`src/rtl/multi_byte_add_sequencer.sv`:
```
// rtl/multi_byte_add_sequencer.sv - 32-bit add/sub sequenced byte-wise through an external 8-bit adder
module multi_byte_add_sequencer (
    input  logic        clk,
    input  logic        rst,
    input  logic        in_valid,
    output logic        in_ready,
    input  logic [31:0] op_a,
    input  logic [31:0] op_b,
    input  logic        sub,
    output logic [7:0]  add_a,
    output logic [7:0]  add_b,
    output logic        add_cin,
    input  logic [7:0]  add_sum,
    input  logic        add_cout,
    output logic [31:0] result,
    output logic        carry,
    output logic        ovf,
    output logic        out_valid,
    input  logic        out_ready
);

    typedef enum logic [1:0] {
        IDLE = 2'd0,
        RUN  = 2'd1,
        DONE = 2'd2
    } state_t;

    state_t      state;
    logic [31:0] a_q;
    logic [31:0] b_q;   // op_b already inverted for subtraction
    logic [1:0]  idx;
    logic        c;

    // Sequencer: accept operands, walk bytes 0..3 through the adder, hold result until consumed
    always_ff @(posedge clk) begin
        if (rst) begin
            state     <= IDLE;
            a_q       <= 32'd0;
            b_q       <= 32'd0;
            idx       <= 2'd0;
            c         <= 1'b0;
            result    <= 32'd0;
            carry     <= 1'b0;
            ovf       <= 1'b0;
            out_valid <= 1'b0;
            in_ready  <= 1'b1;
        end else begin
            case (state)
                IDLE: begin
                    if (in_valid) begin
                        a_q      <= op_a;
                        b_q      <= op_b ^ {32{sub}};
                        idx      <= 2'd0;
                        c        <= sub;   // +1 of the two's-complement negate
                        in_ready <= 1'b0;
                        state    <= RUN;
                    end
                end
                RUN: begin
                    result[{idx, 3'b000} +: 8] <= add_sum;
                    c   <= add_cout;
                    idx <= idx + 2'd1;
                    if (idx == 2'd3) begin
                        carry     <= add_cout;
                        ovf       <= (a_q[31] == b_q[31]) && (add_sum[7] != a_q[31]);
                        out_valid <= 1'b1;
                        state     <= DONE;
                    end
                end
                DONE: begin
                    // Returning to IDLE never overlaps with a new acceptance
                    if (out_ready) begin
                        out_valid <= 1'b0;
                        in_ready  <= 1'b1;
                        state     <= IDLE;
                    end
                end
                default: begin
                    out_valid <= 1'b0;
                    in_ready  <= 1'b1;
                    state     <= IDLE;
                end
            endcase
        end
    end

    // Adder operand steering: current byte while running, quiet zeros otherwise
    always_comb begin
        add_a   = 8'd0;
        add_b   = 8'd0;
        add_cin = 1'b0;
        if (state == RUN) begin
            add_a   = a_q[{idx, 3'b000} +: 8];
            add_b   = b_q[{idx, 3'b000} +: 8];
            add_cin = c;
        end
    end

endmodule
```
`config.mk`:
```
export PLATFORM = sky130hd
export DESIGN_NAME = multi_byte_add_sequencer
export DESIGN_NICKNAME = d
export VERILOG_FILES = /design/src/rtl/multi_byte_add_sequencer.sv
export SDC_FILE = /design/constraint.sdc
export NUM_CORES = 1
export LEC_CHECK = 0
export BUFFER_PORTS_ARGS = -buffer_cell sky130_fd_sc_hd__buf_2
export CAP_MARGIN = 30
export CORE_MARGIN = 3
export CORE_UTILIZATION = 50
export DETAILED_ROUTE_END_ITERATION = 10
export GPL_TIMING_DRIVEN = 0
export PLACE_DENSITY_LB_ADDON = 0.2
export SYNTH_ARGS = -nofsm -noshare
export SYNTH_HDL_FRONTEND = slang
export SYNTH_SLANG_ARGS = --single-unit
export TNS_END_PERCENT = 1
```
`constraint.sdc`:
```
create_clock -name clk -period 3.4 [get_ports clk]
set_clock_uncertainty 0.05 [all_clocks]
set_input_delay 0 -clock clk [delete_from_list [all_inputs] [get_ports clk]]
set_output_delay 0 -clock clk [all_outputs]
set_load 0.02 [all_outputs]
```
# Word-level counts from Yosys, hierarchy flattened
# Index checks and enable logic that the tools add are counted.
dict set report op_classes {
  bitwise_logic 3
  n_reduce_logical 9
  muxes 18
  addsub 2
  eq_ne 8
  n_shift 4
}
# op count
set ops {}
lappend ops {{$shiftx A32 B6 Y8} 2}
lappend ops {{$bwmux W32} 1}
lappend ops {{$shift A8 B7 Y32 const A} 1}
lappend ops {{$shiftx A8 B7 Y32} 1}
lappend ops {{$xor A32 B32 Y32} 1}
lappend ops {{$mux W8} 2}
lappend ops {{$reduce_and A3 Y1} 3}
lappend ops {{$mux W2} 4}
lappend ops {{$neg A5 Y7} 1}
lappend ops {{$mux W1} 6}
lappend ops {{$ne A2 B2 Y1 const B} 3}
lappend ops {{$pmux W1 S3} 2}
lappend ops {{$pmux W2 S3} 1}
lappend ops {{$reduce_and A2 Y1} 3}
lappend ops {{$eq A2 B2 Y1 const B} 2}
lappend ops {{$pmux W2 S2} 1}
lappend ops {{$add A2 B1 Y2 const B} 1}
lappend ops {{$eq A2 B1 Y1 const B} 1}
lappend ops {{$logic_not A2 Y1} 1}
lappend ops {{$not A1 Y1} 2}
lappend ops {{$pmux W1 S2} 1}
lappend ops {{$reduce_bool A2 Y1} 1}
lappend ops {{$eq A1 B1 Y1} 1}
lappend ops {{$logic_and A1 B1 Y1} 1}
lappend ops {{$ne A1 B1 Y1} 1}
dict set report totals {
  out_inout_bits 53
  ff_bits 105
  inputBits 78
  elab_cells 54
}

# Logic depth before layout (Yosys ltp)
dict set report logic_depth {
  ltp_word 3
  mapped_depth 8
  depth_no_buf 5
}

# Worst setup path after synthesis
# Ideal clock, no wire load.
dict set report synth_path {
  path_kind {reg-to-reg}
  start {reg idx[1]}
  end {reg result[10]}
  setup_slack_ns 1.082
  t_required_ns 3.290
  t_arrival_ns 2.208
  synth_period_minus_slack_ns 2.318
  setup_ns 0.060
  n_path_buf 2
  path_stages_with_launch 8
  cell_sequence {dfxtp_1 clkbuf_1 buf_2 inv_1 ha_1 or4b_4 nor3_4 a22o_1}
}
dict set report synth_between {
  elab_chain_cells 3
  elab_cells_between_ends 4
  classes_between {add/sub (1); shift (2); mux (1)}
}
# item line_no
set synth_lines {}
lappend synth_lines {{from (decl)} 31} ;# logic [1:0] idx;
lappend synth_lines {{from (signal assigned)} 62} ;# idx <= idx + 2'd1;
lappend synth_lines {{$neg A5 Y7 (*)} 60} ;# result[{idx, 3'b000} +: 8] <= add_sum;
lappend synth_lines {{$shiftx A8 B7 Y32 / $shift A8 B7 Y32 (equally long branches)} 60}
lappend synth_lines {{$bwmux W32 (*)} 60}
lappend synth_lines {{to (signal, indexed assignment)} 60}
lappend synth_lines {{to (decl)} 15} ;# output logic [31:0] result,
# Mark *: on every way between the ends. The rest lies on a longest branch, timed or not.
# A chain may end at the register's enable or synchronous reset.

# Worst setup path after layout
dict set report layout_path {
  start {reg idx[1]}
  end {reg result[21]}
}
# The elaborated chain is that of the path after synthesis.

==> flow_summary.rst <==
.. list-table::
   :header-rows: 1

   * - Metric
     - Value
   * - Power density of the placed cells
     - 408.8 nW/um2
   * - Most used cell along the critical path
     - sky130_fd_sc_hd__buf_2
   * - Number of input and output port buffers inserted
     - 128
   * - CTS tree
     - built
   * - Number of hold violations in the final report
     - 0
   * - Setup-violating endpoint count in the final report
     - 0
   * - Sequential area share after synthesis
     - 46.05%
   * - Peak supply drop
     - 0.0002078 V
   * - Final Max Tran Viols
     - 0
   * - Area grow syn2layout
     - 37.47%
   * - Starting density of the core
     - 51.83%
   * - Vias per inst
     - 5.499
   * - Number of buffers added to fix hold violations after cts
     - 75
   * - Kind of start point of the critical path
     - flip-flop
   * - Unrepaired setup endpoints after global routing
     - false
   * - Beginning of the worst hold path
     - rst
   * - Antenna diodes
     - 0
   * - Multi-input logic area
     - 2273 um2
   * - DIE HEIGHT
     - 101.5 um
   * - Ratio of cells with drive above 1 in the final layout
     - 26.22%
   * - Detailed-placement wirelength estimate
     - 8.872 mm
   * - Net count, final
     - 779
   * - Most frequent standard cell in the layout excluding fill and tap cells
     - sky130_fd_sc_hd__buf_2
   * - Max cap viols
     - 0
   * - Via count of the first global-routing pass
     - 4417
   * - Leakage power figure
     - 2.658 nW
   * - DRC marker count from the first detailed-route iteration
     - 166
   * - Skew-Pair Late Insertion Delay
     - 0.37 ns
   * - Delay of the slowest critical-path stage
     - 0.47 ns
   * - Total area of sequential cells
     - 2102 um2
   * - Launch point of the critical path
     - idx[1]
   * - Max-slew headroom at the worst pin
     - 58.90%
   * - Number of resized instances in the post-cts repair step
     - 0
   * - Hold/Removal Path Class
     - in -> reg
   * - Category of cells accounting for the largest share of critical-path delay
     - buffers and inverters
   * - Syn_area_per_cell
     - 9.489 um2
   * - Wire length of the first global-routing pass
     - 21.40 mm
   * - Asr flop ratio synth
     - 0%
   * - Status
     - completed
   * - Crit path arrival time
     - 3.04 ns
   * - Buffers inserted during post-CTS setup optimization
     - 0
   * - Detailed-route wire length
     - 13.53 mm
   * - Flop and latch count out of synthesis
     - 105
   * - Inserted Clock Buffers
     - 9
   * - Global router's overall resource usage
     - 26.72%
   * - Die Outline Area
     - 10310 um2
   * - Core region area
     - 8806 um2
   * - Critical-path cell list
     - clkbuf_1 -> buf_2 -> inv_1 -> ha_1 -> nor4b_1 -> and4_1 -> buf_2 -> a22o_1
   * - Maximum number of pins on one net before global-route repair
     - 16
   * - Required time of the critical path
     - 3.66 ns
   * - Number of logic stages on the critical path including buffering
     - 8
   * - Number of distinct library cells after synthesis
     - 35
   * - Buffer type at the clock tree root
     - sky130_fd_sc_hd__clkbuf_8
   * - Combined buffer and inverter count along the critical path
     - 4
   * - Crit path max fanout
     - 10
   * - Crit path time final
     - 2.783 ns
   * - Worst reg2reg setup slack
     - 0.62 ns
   * - Average wire length per cell after detail routing
     - 16.78 um
   * - Number of antenna violations at the first check in global routing
     - 0
   * - Number of detailed-route iterations in the first pass
     - 4
   * - Die X
     - 101.5 um
   * - Reg clk slew, reported paths
     - 0.09 ns
   * - Fin crit share
     - 81.86%
   * - Vias after detailed routing
     - 4432
   * - Clock sink count
     - 105
   * - Max Fclk
     - 0.3593 GHz
   * - Synth Instances
     - 481
   * - Global-route congestion overflow total
     - 0
   * - Crit path to
     - result[21]
   * - Max clock buf depth
     - 2
   * - Antenna Nets Post-Route
     - 0
   * - Pwr Total
     - 2.565 mW
   * - Number of warnings printed during yosys synthesis
     - 0
   * - Leading register cell type out of synthesis
     - sky130_fd_sc_hd__dfxtp_1
   * - Commonest cells after routing, fill and taps aside
     - sky130_fd_sc_hd__buf_2, sky130_fd_sc_hd__dfxtp_1, sky130_fd_sc_hd__nand2_1
   * - RR Startpoint
     - idx[1]
   * - RD Place Congestion
     - 0.8228
   * - Endpoint of the worst register-to-register path
     - result[21]
   * - Post-synth EDFFs
     - 0
   * - I/O pins
     - 131
   * - Setup Total Neg Slack
     - 0 ns
   * - Worst Reg-to-Reg Cells
     - 8
   * - Post-synth net total
     - 565
   * - Filler cells
     - 679
   * - Cell area after synthesis
     - 4564 um2
   * - Number of rows in the core area
     - 34
   * - Level count of the clock H-tree
     - 3
   * - Number of DRC violations after detailed routing
     - 0
   * - Standard cell with the maximum stage delay on the critical path
     - sky130_fd_sc_hd__ha_1
   * - Actual slew at the worst max-slew pin
     - 0.6165 ns
   * - Critical path class
     - reg -> reg
   * - Capturing element type of the critical path
     - flip-flop
[state kept, by name (all words and copies together) (netlist names)]
signal,count
idx,2
carry,1
ovf,1
out_valid,1
c,1
in_ready,1
b_q,32
a_q,32
result,32
state,2
[cells by family after synthesis]
| logic type | synth area share [%] |
|---|---|
| AOI/OAI and AO/OA | 16.64 |
| DFF | 46.05 |
| muxes | 7.895 |
| buffers and inverters | 4.139 |
| and+or+nand+nor | 17.49 |
| adders and majority gates | 1.645 |
| xor gates and xnor gates | 6.140 |
[tightest hold or removal path, cell delays in order]
cell and delay, ns:
sky130_fd_sc_hd__buf_6 0.09, sky130_fd_sc_hd__a21oi_1 0.11, sky130_fd_sc_hd__a22o_1 0.19
[layer usage]
layer | track usage (%) | part of all wire (%) | vias up
met2 | 48.04 | 52 | 172
met5 | 0 | 0 | -
met4 | 13.19 | 3.2 | 0
met3 | 4.683 | 5.3 | 39
li1 | - | - | 2095
met1 | 30.36 | 40 | 2126
[power by group]
group	total [mW]	switching (mW)	leakage [nW]	internal [mW]
clock	0.767	0.415	0.0913	0.352
combinational	0.463	0.239	1.71	0.224
sequential	1.33	0.0403	0.860	1.29
[stage by stage]
step,hold WS [ns],instance area (um2),instances,setup WS [ns],util (%)
final,0.02339,6275,806,0.6169,71.26
after global routing,0.05713,6275,806,0.3150,71.26
after CTS,0.01817,6275,806,0.6130,71.26
after detailed placement,0.1961,5340,717,0.6509,60.64
after global placement,0.1935,5340,717,0.6690,60.64
after floorplan,0.07569,4564,481,1.082,-
[cell usage after synthesis (all sizes together), types with 2 or more instances]
cell / number / share of area, %
dfxtp: 105 / 46
nand2: 78 / 6.4
a21oi: 54 / 5.9
nor2: 38 / 3.1
a211oi: 34 / 5.6
xnor2: 32 / 6.1
a22o: 22 / 4.2
clkbuf: 20 / 1.6
buf: 18 / 2.1
and2: 16 / 2.2
mux4: 16 / 7.9
nand3: 10 / 1.1
ha: 6 / 1.6
inv: 5 / 0.41
and3b: 3 / 0.58
nand3b: 3 / 0.77
nor3: 3 / 0.82
or3b: 3 / 0.58
nand2b: 2 / 0.27
nor3b: 2 / 0.55
o21bai: 2 / 0.33
[how the worst min path moves through the flow]
stage                            end  slack (ns)  cells after the start
after floorplan           result[24]        0.08                      1
after global placement       a_q[25]        0.19                      3
after detailed placement     a_q[19]        0.20                      3
after CTS                 result[14]        0.02                      3
after global routing       result[9]        0.06                      3
final                     result[10]        0.02                      3
[cell type report]
class,count,area share (%)
flip-flops and latches,105,33.50
clock buffers,11,2.253
clock inverters,3,0.6780
multi-input cells,333,36.23
inverters,5,0.2991
well taps,108,2.154
repair buffers,203,22.17
plain buffers,38,2.712
No activity file was read; power rests on OpenSTA's default activity.
